<file path="config.mk">
export PLATFORM = sky130hd
export DESIGN_NAME = wb_port_arbiter
export DESIGN_NICKNAME = d
export VERILOG_FILES = /design/src/rtl/wb_port_arbiter.sv
export SDC_FILE = /design/constraint.sdc
export NUM_CORES = 1
export LEC_CHECK = 0
export CAP_MARGIN = 20
export CELL_PAD_IN_SITES_DETAIL_PLACEMENT = 0
export CELL_PAD_IN_SITES_GLOBAL_PLACEMENT = 1
export CORE_ASPECT_RATIO = 1.2
export CORE_MARGIN = 2
export CORE_UTILIZATION = 40
export DETAILED_ROUTE_END_ITERATION = 16
export MAX_ROUTING_LAYER = met4
export PLACE_DENSITY = 0.7
export SLEW_MARGIN = 0
export SYNTH_ARGS = -nofsm -noshare
export SYNTH_HDL_FRONTEND = slang
export SYNTH_SLANG_ARGS = --single-unit
</file>
<file path="constraint.sdc">
create_clock -name clk -period 11.4 [get_ports clk]
set_clock_uncertainty 0.15 [all_clocks]
set_input_delay 2.28 -clock clk [delete_from_list [all_inputs] [get_ports clk]]
set_output_delay 2.28 -clock clk [all_outputs]
set_load 0.01 [all_outputs]
</file>
<file path="src/rtl/wb_port_arbiter.sv">
// rtl/wb_port_arbiter.sv - register-file write-port arbiter: pipeline writebacks win, long-latency results queue

module wb_port_arbiter #(
    parameter int DEPTH = 4,
    parameter int AW    = 5,
    parameter int DW    = 32
) (
    input  logic                     clk,
    input  logic                     rst,
    input  logic                     pipe_we,
    input  logic [AW-1:0]            pipe_waddr,
    input  logic [DW-1:0]            pipe_wdata,
    input  logic                     lu_valid,
    output logic                     lu_ready,
    input  logic [AW-1:0]            lu_waddr,
    input  logic [DW-1:0]            lu_wdata,
    input  logic [AW-1:0]            qaddr1,
    input  logic [AW-1:0]            qaddr2,
    output logic                     busy1,
    output logic                     busy2,
    output logic                     wb_we,
    output logic [AW-1:0]            wb_waddr,
    output logic [DW-1:0]            wb_wdata,
    output logic [$clog2(DEPTH):0]   fifo_count
);

    localparam int PW = $clog2(DEPTH);
    localparam int CW = PW + 1;

    logic [DEPTH-1:0]  entry_valid;
    logic [AW-1:0]     entry_addr [DEPTH];
    logic [DW-1:0]     entry_data [DEPTH];
    logic [PW-1:0]     rd_ptr;
    logic [PW-1:0]     wr_ptr;

    logic pipe_live;
    logic lu_hs;
    logic lu_nonzero;
    logic fifo_empty;
    logic do_pop;
    logic do_bypass;
    logic do_push;
    logic push_valid;

    assign pipe_live  = pipe_we && (pipe_waddr != '0);
    assign lu_ready   = (fifo_count < CW'(DEPTH));
    assign lu_hs      = lu_valid && lu_ready;
    assign lu_nonzero = (lu_waddr != '0);
    assign fifo_empty = (fifo_count == '0);
    assign do_pop     = !pipe_live && !fifo_empty;
    assign do_bypass  = !pipe_live && fifo_empty && lu_hs && lu_nonzero;
    assign do_push    = lu_hs && lu_nonzero && !do_bypass;
    // A concurrently offered lu result is older than the live pipe write to the same register.
    assign push_valid = !(pipe_live && (lu_waddr == pipe_waddr));

    always_ff @(posedge clk or posedge rst) begin
        if (rst) begin
            wb_we    <= 1'b0;
            wb_waddr <= '0;
            wb_wdata <= '0;
        end else if (pipe_live) begin
            wb_we    <= 1'b1;
            wb_waddr <= pipe_waddr;
            wb_wdata <= pipe_wdata;
        end else if (do_pop) begin
            wb_we    <= entry_valid[rd_ptr];
            wb_waddr <= entry_addr[rd_ptr];
            wb_wdata <= entry_data[rd_ptr];
        end else if (do_bypass) begin
            wb_we    <= 1'b1;
            wb_waddr <= lu_waddr;
            wb_wdata <= lu_wdata;
        end else begin
            wb_we    <= 1'b0;
        end
    end

    always_ff @(posedge clk or posedge rst) begin
        if (rst) begin
            entry_valid <= '0;
            rd_ptr      <= '0;
            wr_ptr      <= '0;
            fifo_count  <= '0;
            for (int i = 0; i < DEPTH; i++) begin
                entry_addr[i] <= '0;
                entry_data[i] <= '0;
            end
        end else begin
            // Squash older queued results superseded by a live pipe write.
            if (pipe_live) begin
                for (int i = 0; i < DEPTH; i++) begin
                    if (entry_addr[i] == pipe_waddr) begin
                        entry_valid[i] <= 1'b0;
                    end
                end
            end
            // Clearing valid on pop keeps busy limited to occupied slots.
            if (do_pop) begin
                entry_valid[rd_ptr] <= 1'b0;
                rd_ptr              <= rd_ptr + PW'(1);
            end
            // A push never targets the slot being popped: a push needs count < DEPTH.
            if (do_push) begin
                entry_valid[wr_ptr] <= push_valid;
                entry_addr[wr_ptr]  <= lu_waddr;
                entry_data[wr_ptr]  <= lu_wdata;
                wr_ptr              <= wr_ptr + PW'(1);
            end
            case ({do_push, do_pop})
                2'b10:   fifo_count <= fifo_count + CW'(1);
                2'b01:   fifo_count <= fifo_count - CW'(1);
                default: fifo_count <= fifo_count;
            endcase
        end
    end

    always_comb begin
        busy1 = 1'b0;
        busy2 = 1'b0;
        for (int i = 0; i < DEPTH; i++) begin
            if (entry_valid[i] && (entry_addr[i] == qaddr1)) busy1 = 1'b1;
            if (entry_valid[i] && (entry_addr[i] == qaddr2)) busy2 = 1'b1;
        end
        if (qaddr1 == '0) busy1 = 1'b0;
        if (qaddr2 == '0) busy2 = 1'b0;
    end

endmodule

</file>
## Word-level counts from Yosys, hierarchy flattened

Index checks and enable logic that the tools add are counted.

| operators by class | value |
|---|---|
| muxes and demuxes | 46 |
| eq/ne operators | 15 |
| order comparisons | 8 |
| reductions and logical operators | 31 |
| bitwise operators | 4 |
| add/sub/neg operators | 4 |

Operators by type and width:

| operator | count |
|---|---|
| $mux W32 | 6 |
| $bwmux W128 | 1 |
| $eq A5 B5 Y1 | 13 |
| $bmux W32 S2 | 1 |
| $demux W32 S2 | 1 |
| $mux W5 | 6 |
| $bwmux W20 | 1 |
| $logic_and A1 B1 Y1 | 20 |
| $mux W1 | 20 |
| $mux W4 | 3 |
| $bmux W5 S2 | 1 |
| $demux W5 S2 | 1 |
| $logic_not A5 Y1 | 2 |
| $reduce_bool A5 Y1 | 2 |
| $ge A3 B3 Y1 const B | 2 |
| $lt A2 B3 Y1 const B | 2 |
| $not A2 Y3 | 2 |
| $pmux W3 S2 | 1 |
| $add A2 B1 Y2 const B | 2 |
| $and A4 B4 Y4 | 1 |
| $bwmux W4 | 1 |
| $demux W1 S2 | 2 |
| $ge A2 B1 Y1 const B | 2 |
| $logic_not A1 Y1 | 4 |
| other kinds (11) | 11 |

| storage, ports and cells | value |
|---|---|
| output and inout port bits | 44 |
| register bits after elaboration | 197 |
| input port bits | 88 |
| logic and storage cells | 123 |

## Logic depth before layout (Yosys ltp)

Gate-level depths: netlist of the first run.

| depth | value |
|---|---|
| depth in word-level cells | 10 |
| depth in mapped cells | 11 |

## Worst setup path before layout of the first run

Ideal clock, no wire load.

| timing path | value |
|---|---|
| kind | input to output |
| from | in qaddr1[2] |
| to | out busy1 |
| arrival | 3,187 ps |
| stages on the path | 6 |
| path buffers | 1 |
| slack | 5,783 ps |
| cells stage by stage | clkbuf_1 > xor2_1 > nor4_1 > nand3_1 > nand4_1 > o21a_1 |

| between the ends | value |
|---|---|
| longest elaborated chain between the ends | 7 |

Ends and longest elaborated chain:

| item | RTL line | text |
|---|---|---|
| start: declaration | 17 | `input logic [AW-1:0] qaddr1,` |
| $eq A5 B5 Y1 | 121 | `if (entry_valid[i] && (entry_addr[i] == qaddr1)) busy1 = 1'b1;` |
| $logic_and A1 B1 Y1 | 121 |  |
| $mux W1 (4 in a row) | 121 |  |
| $mux W1 * | 124 | `if (qaddr1 == '0) busy1 = 1'b0;` |
| end: declaration | 19 | `output logic busy1,` |

Mark *: on every way between the ends. The rest lies on a longest branch, timed or not.

## Worst setup path after layout of the first run

| timing path | value |
|---|---|
| from | in qaddr2[3] |
| to | out busy2 |

| between the ends | value |
|---|---|
| longest elaborated chain between the ends | 7 |

Ends and longest elaborated chain:

| item | RTL line | text |
|---|---|---|
| start: declaration | 18 | `input logic [AW-1:0] qaddr2,` |
| $eq A5 B5 Y1 | 122 | `if (entry_valid[i] && (entry_addr[i] == qaddr2)) busy2 = 1'b1;` |
| $logic_and A1 B1 Y1 | 122 |  |
| $mux W1 (4 in a row) | 122 |  |
| $mux W1 * | 125 | `if (qaddr2 == '0) busy2 = 1'b0;` |
| end: declaration | 20 | `output logic busy2,` |

Marks and branches as above.

==> metrics.log, run 1 <==
INFO  metric post_cts_sizing_count = 0
INFO  metric cellInternalPower = roughly 2.1 mW
INFO  metric leakagePower = 5.00 nW
INFO  metric p_clk_share = between 10% and 20%
INFO  metric dr.pass1.iters = 4
INFO  metric post_synth_instance_area = 10100 um2
INFO  metric antenna_left = 0
INFO  metric worst_slew_pin_slew = between 1 and 1.5 ns
INFO  metric status = complete, no violations
INFO  metric crit-reg2reg-capture = fifo_count[2]
INFO  metric floorplan.die.width = about 150 um
INFO  metric cts_num_sinks = 197
INFO  metric grt_max_degree = around 130
INFO  metric synth_enable_flop_cells = 0
INFO  metric kind_of_start_point_of_the_critical_path = input pin
INFO  metric rows = 63
INFO  metric period_minus_slack = 6.62 ns
INFO  metric worst_skew_pair.late_latency = between 0.4 and 0.5 ns
INFO  metric peak_vdd_ir = roughly 120 uV
INFO  metric final-setup-viol-count = 0
INFO  metric design.die.area = between 20000 and 30000 um2
INFO  metric post_synth.cell_area_avg = between 10 and 15 um2
INFO  metric die_y = 178 um
INFO  metric design.core.area = around 25000 um2
INFO  metric post_syn_nets = about 910
INFO  metric drt-vias-per-instance = around 5.4
INFO  metric post-dp-hpwl = ~16 mm
INFO  metric hold_violations = 0
INFO  metric global_route.overflow_total = 0
INFO  metric post_drt_wl_per_cell = 20.8 um
INFO  metric max_cap_violations = 0
INFO  metric cp-end-kind = primary output
INFO  metric grt_pass1_vias = 7139
INFO  metric count_of_vias_placed_by_the_detailed_router = between 6000 and 7000
INFO  metric grt_first_pass_wirelength = ~40 mm
INFO  metric drt_iter0_markers = roughly 390
INFO  metric worst-endpoint-required = around 9 ns
INFO  metric critPathSlowestCell = clkdlybuf4s50_1
INFO  metric timing.setup.critical_path_class = in -> out
INFO  metric cts.htree.levels = 4
INFO  metric synth_async_sr_flop_share = 100%
INFO  metric synth_area_leader_cell = dfrtp_1
INFO  metric hold_path.class = reg -> reg
INFO  metric unrepaired_setup_endpoints_after_global_routing = no
INFO  metric routabilityCongestion = slightly above 0.8
INFO  metric layout_setup_ws = about 4.8 ns
INFO  metric cts_max_path_buffers = 2
INFO  metric finalSetupTns = 0 ns
INFO  metric start_util = between 40% and 50%
INFO  metric tritoncts = yes
INFO  metric fraction_of_power_spent_switching_nets = 34.2%
INFO  metric setup.worst_path.start = qaddr2[3]
INFO  metric synth.yosys.seq_area_share = slightly below 50%
INFO  metric ff2ff_path_depth = 10
INFO  metric fmaxAchievable = 0.151 GHz
INFO  metric final_min_period_over_clock_period = 58.1%
INFO  metric drcViolationCount = 0
INFO  metric setup.reg_to_reg.worst_slack = just over 8 ns
INFO  metric routed_wirelength = between 20 and 30 mm
INFO  metric antenna-diode-count = 0
INFO  metric timing.critical_path.arrival = ~4.2 ns
INFO  metric synth.area.top_cells = dfrtp_1, mux2_2, mux4_2
INFO  metric power-per-cell-area = about 270 nW/um2
INFO  metric placement.io_buffers = 131
INFO  metric cts_root_buffer = clkbuf_16
INFO  metric synth_top_cell_area_share = between 40% and 50%
INFO  metric cp_max_fo = 5
INFO  metric syn2layout_area_growth = 19.3%
INFO  metric post-cts-setup-buffer-count = 0
INFO  metric io-pin-count = around 130
INFO  metric final_net_count = 1014
INFO  metric synth-seq-cells = between 150 and 200
INFO  metric critical-path-top-cell-by-count = clkdlybuf4s50_1
INFO  metric number_of_unique_standard_cell_types_used_by_synthesis = 43
INFO  metric cts.reportedPaths.clkPinSlew = around 0.07 ns
INFO  metric grt_antenna_before_repair = 0
INFO  metric cts_made_buffers = 17
INFO  metric slew-limit-headroom = between 20% and 30%
INFO  metric combinationalPowerShare = roughly two fifths
INFO  metric final_max_slew_viol_count = 0
INFO  metric power.share.sequential = a little over two fifths
INFO  metric cts-hold-fix-buffers = 0
INFO  metric global_route.usage.total = roughly a fifth
INFO  metric synth_warnings = 0
INFO  metric timing.rr.start = fifo_count[0]
INFO  metric place_ws = between 4 and 5 ns
INFO  metric ys.flop_type = dfrtp_1
INFO  metric drive_above_1_share = 24.6%
INFO  metric critical_path.max_stage_delay = approximately 0.54 ns
INFO  metric fill_cells = approximately 2300
INFO  metric synth_cells = between 800 and 900
INFO  metric switching_power = between 1 and 1.5 mW
INFO  metric timing.critical_path.cells = clkdlybuf4s50_1 -> xor2_1 -> nor4_1 -> nand3_1 -> nand4_1 -> o21a_1 -> clkdlybuf4s50_1
INFO  metric cp-endpoint = busy2
==> synthesized netlist by cell type, types with 2 or more instances <==
| cell type | count |
|---|---|
| a21oi_1 | 26 |
| a31oi_1 | 18 |
| buf_2 | 13 |
| buf_4 | 3 |
| buf_6 | 24 |
| clkbuf_1 | 20 |
| dfrtp_1 | 197 |
| ha_1 | 9 |
| inv_1 | 11 |
| mux2_1 | 11 |
| mux2_2 | 133 |
| mux4_2 | 38 |
| nand2_1 | 64 |
| nand3_1 | 42 |
| nand3_2 | 4 |
| nand4_1 | 3 |
| nor2_1 | 37 |
| nor3_1 | 5 |
| nor4_1 | 12 |
| o211ai_1 | 7 |
| o21a_1 | 3 |
| o21ai_0 | 44 |
| or3_1 | 2 |
| or4_1 | 2 |
| or4_4 | 2 |
| xnor2_1 | 23 |
| xor2_1 | 47 |
==> registers in the layout, summed over array words and instances, names as in the netlist <==
| register | cells |
|---|---|
| entry_data | 128 |
| wr_ptr | 2 |
| wb_we | 1 |
| wb_wdata | 32 |
| wb_waddr | 5 |
| fifo_count | 3 |
| rd_ptr | 2 |
| entry_addr | 20 |
| entry_valid | 4 |
==> how the worst min path moves through the flow <==
| stage | startpoint | to | cells past startpoint |
|---|---|---|---|
| 2_1_floorplan | entry_data[32] | entry_data[32] | 1 |
| 3_3_place_gp | wb_waddr[2] | wb_waddr[2] | 2 |
| 3_5_place_dp | wb_waddr[0] | wb_waddr[0] | 2 |
| 4_1_cts | wb_waddr[0] | wb_waddr[0] | 2 |
| 5_1_grt | entry_data[99] | entry_data[99] | 1 |
| 6_report | wb_waddr[0] | wb_waddr[0] | 2 |
==> metal layers <==
metal	share of wire, %	vias up	GRT usage [%]	routed length [um]
li1	-	3115	-	-
met1	45	3481	27.5	11700
met2	48	172	33.9	12600
met3	4.6	41	3.45	1210
met4	2.4	0	7.06	624
met5	0	-	-	0
==> power by group through the flow <==
| stage | combinational, mW | clock (mW) | sequential [mW] |
|---|---|---|---|
| after floorplan | 0.963 | 0 | 1.27 |
| after CTS | 1.31 | 0.602 | 1.37 |
| after global placement | 1.28 | 0 | 1.37 |
| after global routing | 1.42 | 0.630 | 1.41 |
| after detailed placement | 1.30 | 0 | 1.38 |
| final | 1.29 | 0.589 | 1.36 |
==> critical path, delay by kind of cell <==
family	cells	cell delay (ns)
AO/OA/AOI/OAI	1	0.12
buffers and inverters	2	1.06
AND/OR/NAND/NOR	3	0.52
XOR/XNOR	1	0.20
==> area by class of cell <==
| class | instances | area, um2 | area share [%] |
|---|---|---|---|
| sequential | 197 | 4930 | 41.0 |
| multi-input combinational | 547 | 4690 | 39.0 |
| timing repair buffer | 142 | 1400 | 11.6 |
| clock buffer | 20 | 447 | 3.71 |
| tap | 325 | 407 | 3.38 |
| clock inverter | 11 | 115 | 0.955 |
| inverter | 11 | 48.8 | 0.405 |
==> placed cells by master, fill, tap and decap left out, drive strengths merged, types with 2 or more instances in the layout <==
cell type and count:
nor2 38, clkdlybuf4s50 131, xnor2 23, dfrtp 197
or4 4, clkinv 4, inv 17, a31oi 18
o21a 4, nand3 46, clkbuf 20, o21ai 47
mux4 38, a21oi 27, o211ai 7, buf 11
nor3 5, xor2 47, or3 2, nand2 65
mux2 144, nand4 3, ha 9, nor4 12
==> cell families (layout without fill, tap and decap cells) <==
logic type,Yosys count,after routing,synth area share [%]
AOI/OAI and AO/OA,108,108,6.27
and+or+nand+nor,176,176,8.14
DFF,197,197,48.8
xor gates and xnor gates,70,70,6.07
adders and majority gates,10,10,1.31
buffers and inverters,72,184,4.73
muxes,183,183,24.6
==> through the flow <==
step                power [mW]  util (%)  instances  hold WS, ns  instance area, um2
floorplan                 2.23         -        816        0.309               10100
global placement          2.65      46.3       1221        0.304               11500
detailed placement        2.68      46.3       1221        0.314               11500
CTS                       3.28      48.6       1252        0.330               12000
global route              3.46      48.7       1253        0.361               12000
finish                    3.24      48.7       1253        0.324               12000
Power figures use the tool's default switching activity.
==> run 2: changes to the inputs <==
==> constraint.sdc (replaced) <==
create_clock -name clk -period 6.5 [get_ports clk]
set_clock_uncertainty 0.15 [all_clocks]
set_input_delay 1.3 -clock clk [delete_from_list [all_inputs] [get_ports clk]]
set_output_delay 1.3 -clock clk [all_outputs]
set_load 0.01 [all_outputs]
==> metrics.log, run 2 (synthesis gave the netlist of run 1 again) <==
INFO  metric critPathSlowestCell = clkdlybuf4s50_1
INFO  metric post-dp-hpwl = 17.0 mm (+3.5%)
INFO  metric final_cell_mix = dfrtp_1, mux2_2, clkdlybuf4s50_1
INFO  metric finalSetupTns = 0 ns (unchanged)
INFO  metric cts_max_path_buffers = 2 (unchanged)
INFO  metric power-per-cell-area = 475 nW/um2 (+76%)
INFO  metric placement.io_buffers = 131 (unchanged)
INFO  metric post_cts_sizing_count = 0 (unchanged)
INFO  metric grt_pass1_vias = 7136 (-0.042%)
INFO  metric number_of_flip_flops_under_the_largest_register_name = 128 (unchanged)
INFO  metric grt_max_degree = 108 (-18%)
INFO  metric multi_input_comb_area = 4690 um2 (unchanged)
INFO  metric design.core.area = 24800 um2 (unchanged)
INFO  metric cts-hold-fix-buffers = 0 (unchanged)
INFO  metric cts.reportedPaths.clkPinSlew = 0.07 ns (about the same)
INFO  metric ff2ff_path_depth = 10 (unchanged)
INFO  metric worst-endpoint-required = 5.05 ns (-3.92 ns)
INFO  metric grt_antenna_before_repair = 0 (unchanged)
INFO  metric slew-limit-headroom = 35.3% (+5.4 points)
INFO  metric kind_of_start_point_of_the_critical_path = input pin
INFO  metric regMostFlops = entry_data
INFO  metric leakagePower = 5.02 nW (+0.40%)
INFO  metric final_min_period_over_clock_period = a little under three quarters
INFO  metric post-cts-setup-buffer-count = 0 (unchanged)
INFO  metric drt-vias-per-instance = 5.41 (-0.41%)
INFO  metric dr.pass1.iters = 4 (unchanged)
INFO  metric drive_above_1_share = 25.0% (+0.46 points)
INFO  metric final-setup-viol-count = 0 (unchanged)
INFO  metric design.die.area = 26500 um2 (unchanged)
INFO  metric worstPathBufferInverterCount = 2 (unchanged)
INFO  metric worst_slew_pin_slew = 0.971 ns (-0.0811 ns)
INFO  metric tritoncts = yes
INFO  metric hold_violations = 0 (unchanged)
INFO  metric fmaxAchievable = ~0.21 GHz
INFO  metric fraction_of_power_spent_switching_nets = 34.2% (-0.049 points)
INFO  metric period_minus_slack = roughly 4.7 ns
INFO  metric routabilityCongestion = 0.888 (+7.0%)
INFO  metric unrepaired_setup_endpoints_after_global_routing = no
INFO  metric final_net_count = 1016 (+0.20%)
INFO  metric layout_setup_ws = 1.85 ns (-2.94 ns)
INFO  metric peak_vdd_ir = 220 uV (+85%)
INFO  metric fill_cells = 2272 (-0.74%)
INFO  metric place_ws = 1.74 ns (-3.03 ns)
INFO  metric io-pin-count = 132 (unchanged)
INFO  metric switching_power = 1.96 mW (+77%)
INFO  metric timing.critical_path.arrival = 3.20 ns (-0.99 ns)
INFO  metric drt_iter0_markers = 404 (+2.8%)
INFO  metric cp-end-kind = primary output
INFO  metric count_of_vias_placed_by_the_detailed_router = 6797 (-0.18%)
INFO  metric timing.critical_path.cells = clkdlybuf4s50_1 -> xor2_1 -> nor4_1 -> nand3_1 -> nand4_1 -> o21a_1 -> clkdlybuf4s50_1
INFO  metric p_clk_share = 18.8% (+0.7 points)
INFO  metric worst_hold_slack = 0.324 ns (-0.000121 ns)
INFO  metric drcViolationCount = 0 (unchanged)
INFO  metric cts.htree.levels = 4 (unchanged)
INFO  metric layout.cells.most_common = dfrtp_1
INFO  metric cts_made_buffers = 17 (unchanged)
INFO  metric cp_max_fo = 5 (unchanged)
INFO  metric cts_root_buffer = clkbuf_16
INFO  metric global_route.usage.total = 21.4% (+0.32 points)
INFO  metric post_drt_wl_per_cell = 20.8 um (about the same)
INFO  metric critical-path-top-cell-by-count = clkdlybuf4s50_1
INFO  metric critical_path.max_stage_delay = 0.53 ns (about the same)
INFO  metric syn2layout_area_growth = 19.9%
INFO  metric antenna-diode-count = 0 (unchanged)
INFO  metric cellInternalPower = 3.79 mW (+77%)
INFO  metric layout.area.seq = 4930 um2 (unchanged)
INFO  metric status = complete, no violations
INFO  metric worst_skew_pair.late_latency = 0.43 ns (about the same)
INFO  metric routed_wirelength = 26.2 mm (+0.27%)
INFO  metric finish.instance_area = 12100 um2 (+0.47%)
INFO  metric power.share.sequential = 41.7% (-0.3 points)
INFO  metric final_max_slew_viol_count = 0 (unchanged)
INFO  metric floorplan.die.width = 149 um (unchanged)
INFO  metric cpLargestDelayFamily = buffers and inverters
INFO  metric regs_by_ff_count = entry_data x128, wb_wdata x32, entry_addr x20
INFO  metric cts_num_sinks = 197 (unchanged)
INFO  metric grt_first_pass_wirelength = 41.7 mm (+1.6%)
INFO  metric timing.setup.critical_path_class = in -> out
INFO  metric hold_path.class = reg -> reg
INFO  metric stages_on_the_worst_setup_path = 7 (unchanged)
INFO  metric min_delay_path_depth = 2 (unchanged)
INFO  metric start_util = 40.8% (unchanged)
INFO  metric max_cap_violations = 0 (unchanged)
INFO  metric combinationalPowerShare = 39.5% (-0.4 points)
INFO  metric placed_cell_area = 11500 um2 (+0.27%)
INFO  metric rows = 63 (unchanged)
INFO  metric global_route.overflow_total = 0 (unchanged)
INFO  metric antenna_left = 0 (unchanged)
INFO  metric die_y = 178 um (unchanged)
-- run 2: cell types whose count changed in the layout (fill, tap and decap cells not counted), sizes merged --
cell      before  now
inv           17   16
clkinvlp       0    2
buf           11   13
clkinv         4    5
bufinv         1    2
clkbuf        20   18
-- run 2: final timing paths --
path | slack, ns | startpoint | endpoint
worst min register to register | 0.32 | wb_waddr[2] | wb_waddr[2]
min in group asynchronous | 1.18 | rst | wb_wdata[14]
worst max-delay path | 1.85 | qaddr1[0] | busy1
worst max register to register | 3.36 | fifo_count[1] | fifo_count[2]
worst min-delay path | 0.32 | wb_waddr[2] | wb_waddr[2]
max in group asynchronous | 3.81 | rst | entry_data[125]
-- run 2: power groups by stage --
stage | Clock, mW | Sequential [mW] | Combinational (mW)
floorplan | 0 | 2.22 | 1.69
global placement | 0 | 2.41 | 2.26
detailed placement | 0 | 2.43 | 2.29
CTS | 1.10 | 2.40 | 2.30
global route | 1.15 | 2.50 | 2.48
finish | 1.08 | 2.40 | 2.27
-- run 2: cell type report --
type	count	area share (%)
timing repair buffer	144	11.7
tap	325	3.36
clock inverter	14	1.34
inverter	11	0.372
multi-input combinational	547	38.8
clock buffer	18	3.63
sequential	197	40.8
-- run 2: metrics by stage --
step           std cells  util (%)  power (mW)
3_3_place_gp        1224      46.5        4.67
4_1_cts             1256      48.9        5.81
6_report            1256      48.9        5.75
5_1_grt             1256      48.9        6.14
2_1_floorplan        816         -        3.91
3_5_place_dp        1224      46.5        4.72
-- run 2: metal layers --
metal	GRT usage, %	routed length, um	share of wire (%)
met1	28.2	11600	44
met2	34.1	12800	49
met3	3.66	1220	4.7
met4	6.83	585	2.2
met5	-	0	0
-- run 2: worst min-delay path, stage by stage (launching register included) --
cell and delay [ns]:
dfrtp_1 0.35, nand2_1 0.05, nand2_1 0.05
==> run 3: changes to the inputs <==
--- a/config.mk
+++ b/config.mk
@@ -13,7 +13,7 @@
 export CORE_UTILIZATION = 40
 export DETAILED_ROUTE_END_ITERATION = 16
 export MAX_ROUTING_LAYER = met4
-export PLACE_DENSITY = 0.7
+export PLACE_DENSITY = 0.72
 export SLEW_MARGIN = 0
 export SYNTH_ARGS = -nofsm -noshare
 export SYNTH_HDL_FRONTEND = slang
==> constraint.sdc (replaced) <==
create_clock -name clk -period 3.9 [get_ports clk]
set_clock_uncertainty 0.15 [all_clocks]
set_input_delay 0.78 -clock clk [delete_from_list [all_inputs] [get_ports clk]]
set_output_delay 0.78 -clock clk [all_outputs]
set_load 0.01 [all_outputs]
==> metrics.log, run 3 (synthesis gave the netlist of run 1 again) <==
INFO  metric start_util = 40.8% (unchanged)
INFO  metric period_minus_slack = 3.62 ns
INFO  metric p_clk_share = 18.4% (-0.4 points)
INFO  metric setup.worst_path.start = qaddr1[2]
INFO  metric critical_path.max_stage_delay = 0.54 ns (about the same)
INFO  metric tritoncts = yes
INFO  metric design.die.area = 26500 um2 (unchanged)
INFO  metric final_max_slew_viol_count = 0 (unchanged)
INFO  metric final_cell_mix = dfrtp_1, mux2_2, clkdlybuf4s50_1
INFO  metric final_min_period_over_clock_period = 92.8%
INFO  metric top_sig_layer = met4
INFO  metric critPathSlowestCell = clkdlybuf4s50_1
INFO  metric placement.io_buffers = 131 (unchanged)
INFO  metric fmaxAchievable = around 0.28 GHz
INFO  metric syn2layout_area_growth = 21.3%
INFO  metric finalSetupTns = 0 ns (unchanged)
INFO  metric cts_made_buffers = 17 (unchanged)
INFO  metric regs_by_ff_count = entry_data x128, wb_wdata x32, entry_addr x20
INFO  metric post_drt_wl_per_cell = 20.7 um (-0.52%)
INFO  metric global_route.usage.total = 21.5% (+0.033 points)
INFO  metric kind_of_start_point_of_the_critical_path = input pin
INFO  metric setup.reg_to_reg.worst_slack = 1.43 ns (-1.93 ns)
INFO  metric worst_skew_pair.late_latency = 0.43 ns (about the same)
INFO  metric cts-hold-fix-buffers = 0 (unchanged)
INFO  metric die_y = 178 um (unchanged)
INFO  metric number_of_flip_flops_under_the_largest_register_name = 128 (unchanged)
INFO  metric routed_wirelength = 26.3 mm (+0.67%)
INFO  metric antenna-diode-count = 0 (unchanged)
INFO  metric critical-path-top-cell-by-count = clkdlybuf4s50_1
INFO  metric worst_slew_pin_slew = 0.984 ns (+0.0129 ns)
INFO  metric drive_above_1_share = 26.2% (+1.2 points)
INFO  metric cts.reportedPaths.clkPinSlew = 0.07 ns (about the same)
INFO  metric status = complete, no violations
INFO  metric grt_pass1_vias = 7274 (+1.9%)
INFO  metric layout.cells.most_common = dfrtp_1
INFO  metric timing.critical_path.arrival = 2.69 ns (-0.51 ns)
INFO  metric met3RoutedLength = 1.07 mm (-12%)
INFO  metric drt-vias-per-instance = 5.38 (-0.50%)
INFO  metric slew-limit-headroom = 34.4% (-0.86 points)
INFO  metric grt_antenna_before_repair = 0 (unchanged)
INFO  metric rows = 63 (unchanged)
INFO  metric drt_iter0_markers = 383 (-5.2%)
INFO  metric peak_vdd_ir = 349 uV (+59%)
INFO  metric cp_max_fo = 5 (unchanged)
INFO  metric combinationalPowerShare = 39.5% (about the same)
INFO  metric max_cap_violations = 0 (unchanged)
INFO  metric met1_length = 11.7 mm (+1.3%)
INFO  metric antenna_left = 0 (unchanged)
INFO  metric global_route.overflow_total = 0 (unchanged)
INFO  metric design.core.area = 24800 um2 (unchanged)
INFO  metric final-setup-viol-count = 0 (unchanged)
INFO  metric final_net_count = 1031 (+1.5%)
INFO  metric worst-endpoint-required = 2.97 ns (-2.08 ns)
INFO  metric grt_first_pass_wirelength = 41.9 mm (+0.48%)
INFO  metric post_cts_sizing_count = 0 (unchanged)
INFO  metric regMostFlops = entry_data
INFO  metric floorplan.die.width = 149 um (unchanged)
INFO  metric grt_max_degree = 168 (+56%)
INFO  metric cts.htree.levels = 4 (unchanged)
INFO  metric cts_max_path_buffers = 2 (unchanged)
INFO  metric post-dp-hpwl = 17.1 mm (+0.84%)
INFO  metric cellInternalPower = 6.33 mW (+67%)
INFO  metric timing.setup.critical_path_class = in -> out
INFO  metric timing.rr.start = fifo_count[0]
INFO  metric io-pin-count = 132 (unchanged)
INFO  metric hold_violations = 0 (unchanged)
INFO  metric power.share.sequential = 42.1% (+0.4 points)
INFO  metric dr.pass1.iters = 4 (unchanged)
INFO  metric cts_root_buffer = clkbuf_16
INFO  metric met2WireLength = 13.2 mm (+3.0%)
INFO  metric worstPathBufferInverterCount = 2 (unchanged)
INFO  metric fill_cells = 2279 (+0.31%)
INFO  metric unrepaired_setup_endpoints_after_global_routing = no
INFO  metric post-cts-setup-buffer-count = 0 (unchanged)
INFO  metric timing.critical_path.cells = clkdlybuf4s50_1 -> xor2_1 -> nor4_1 -> nand3_1 -> nand4_1 -> o21a_1 -> clkdlybuf4s50_1
INFO  metric cts_num_sinks = 197 (unchanged)
INFO  metric drcViolationCount = 0 (unchanged)
INFO  metric cpLargestDelayFamily = buffers and inverters
INFO  metric report.power.total = 9.59 mW (+67%)
INFO  metric hold_path.class = reg -> reg
INFO  metric min-delay-start = wb_waddr[0]
INFO  metric cp-end-kind = primary output
INFO  metric count_of_vias_placed_by_the_detailed_router = 6844 (+0.69%)
INFO  metric switching_power = 3.26 mW (+66%)
INFO  metric leakagePower = 5.10 nW (+1.7%)
INFO  metric power-per-cell-area = 783 nW/um2 (+65%)
INFO  metric routabilityCongestion = 0.864 (-2.7%)
INFO  metric layout.core_utilization = 49.5% (+0.56 points)
INFO  metric fraction_of_power_spent_switching_nets = 34.0% (-0.16 points)
-- run 3: worst min-delay path, delay by kind of cell, from the launching register on --
| kind | cells | cell delay [ns] |
|---|---|---|
| flip-flops | 1 | 0.35 |
| AND/OR/NAND/NOR | 2 | 0.10 |
-- run 3: power by group through the flow --
stage | clock [mW] | sequential (mW) | combinational, mW
after floorplan | 0 | 3.70 | 2.82
after global placement | 0 | 4.05 | 3.76
after detailed placement | 0 | 4.09 | 3.82
after CTS | 1.83 | 4.05 | 3.84
after global routing | 1.90 | 4.19 | 4.15
final | 1.77 | 4.04 | 3.79
-- run 3: area by class of cell --
type / instances / area (um2) / area share (%)
Clock buffer: 18 / 439 / 3.59
Inverter: 11 / 45.0 / 0.368
Multi-Input combinational cell: 547 / 4690 / 38.3
Clock inverter: 14 / 151 / 1.24
Timing Repair Buffer: 159 / 1570 / 12.8
Sequential cell: 197 / 4930 / 40.3
Tap cell: 325 / 407 / 3.32
-- run 3: worst paths after layout --
check                           endpoint  cells past startpoint
setup reg to reg           fifo_count[2]                     10
hold / removal               wb_waddr[0]                      2
hold reg to reg              wb_waddr[0]                      2
setup / recovery                   busy1                      7
min in group asynchronous   wb_wdata[13]                      3
max in group asynchronous      rd_ptr[0]                      3
-- run 3: metrics by stage --
step / setup slack [ns] / hold slack (ns) / std cells / instance area [um2]
5_1_grt: 0.129 / 0.363 / 1271 / 12200
3_5_place_dp: 0.274 / 0.318 / 1239 / 11700
2_1_floorplan: 0.424 / 0.309 / 816 / 10100
6_report: 0.283 / 0.326 / 1271 / 12200
3_3_place_gp: 0.321 / 0.305 / 1239 / 11700
4_1_cts: 0.270 / 0.334 / 1271 / 12200
-- run 3: layer usage --
metal | track usage, % | vias to the layer above
li1 | - | 3142
met1 | 27.9 | 3517
met2 | 34.8 | 160
met3 | 3.09 | 25
met4 | 7.26 | 0
met5 | - | -
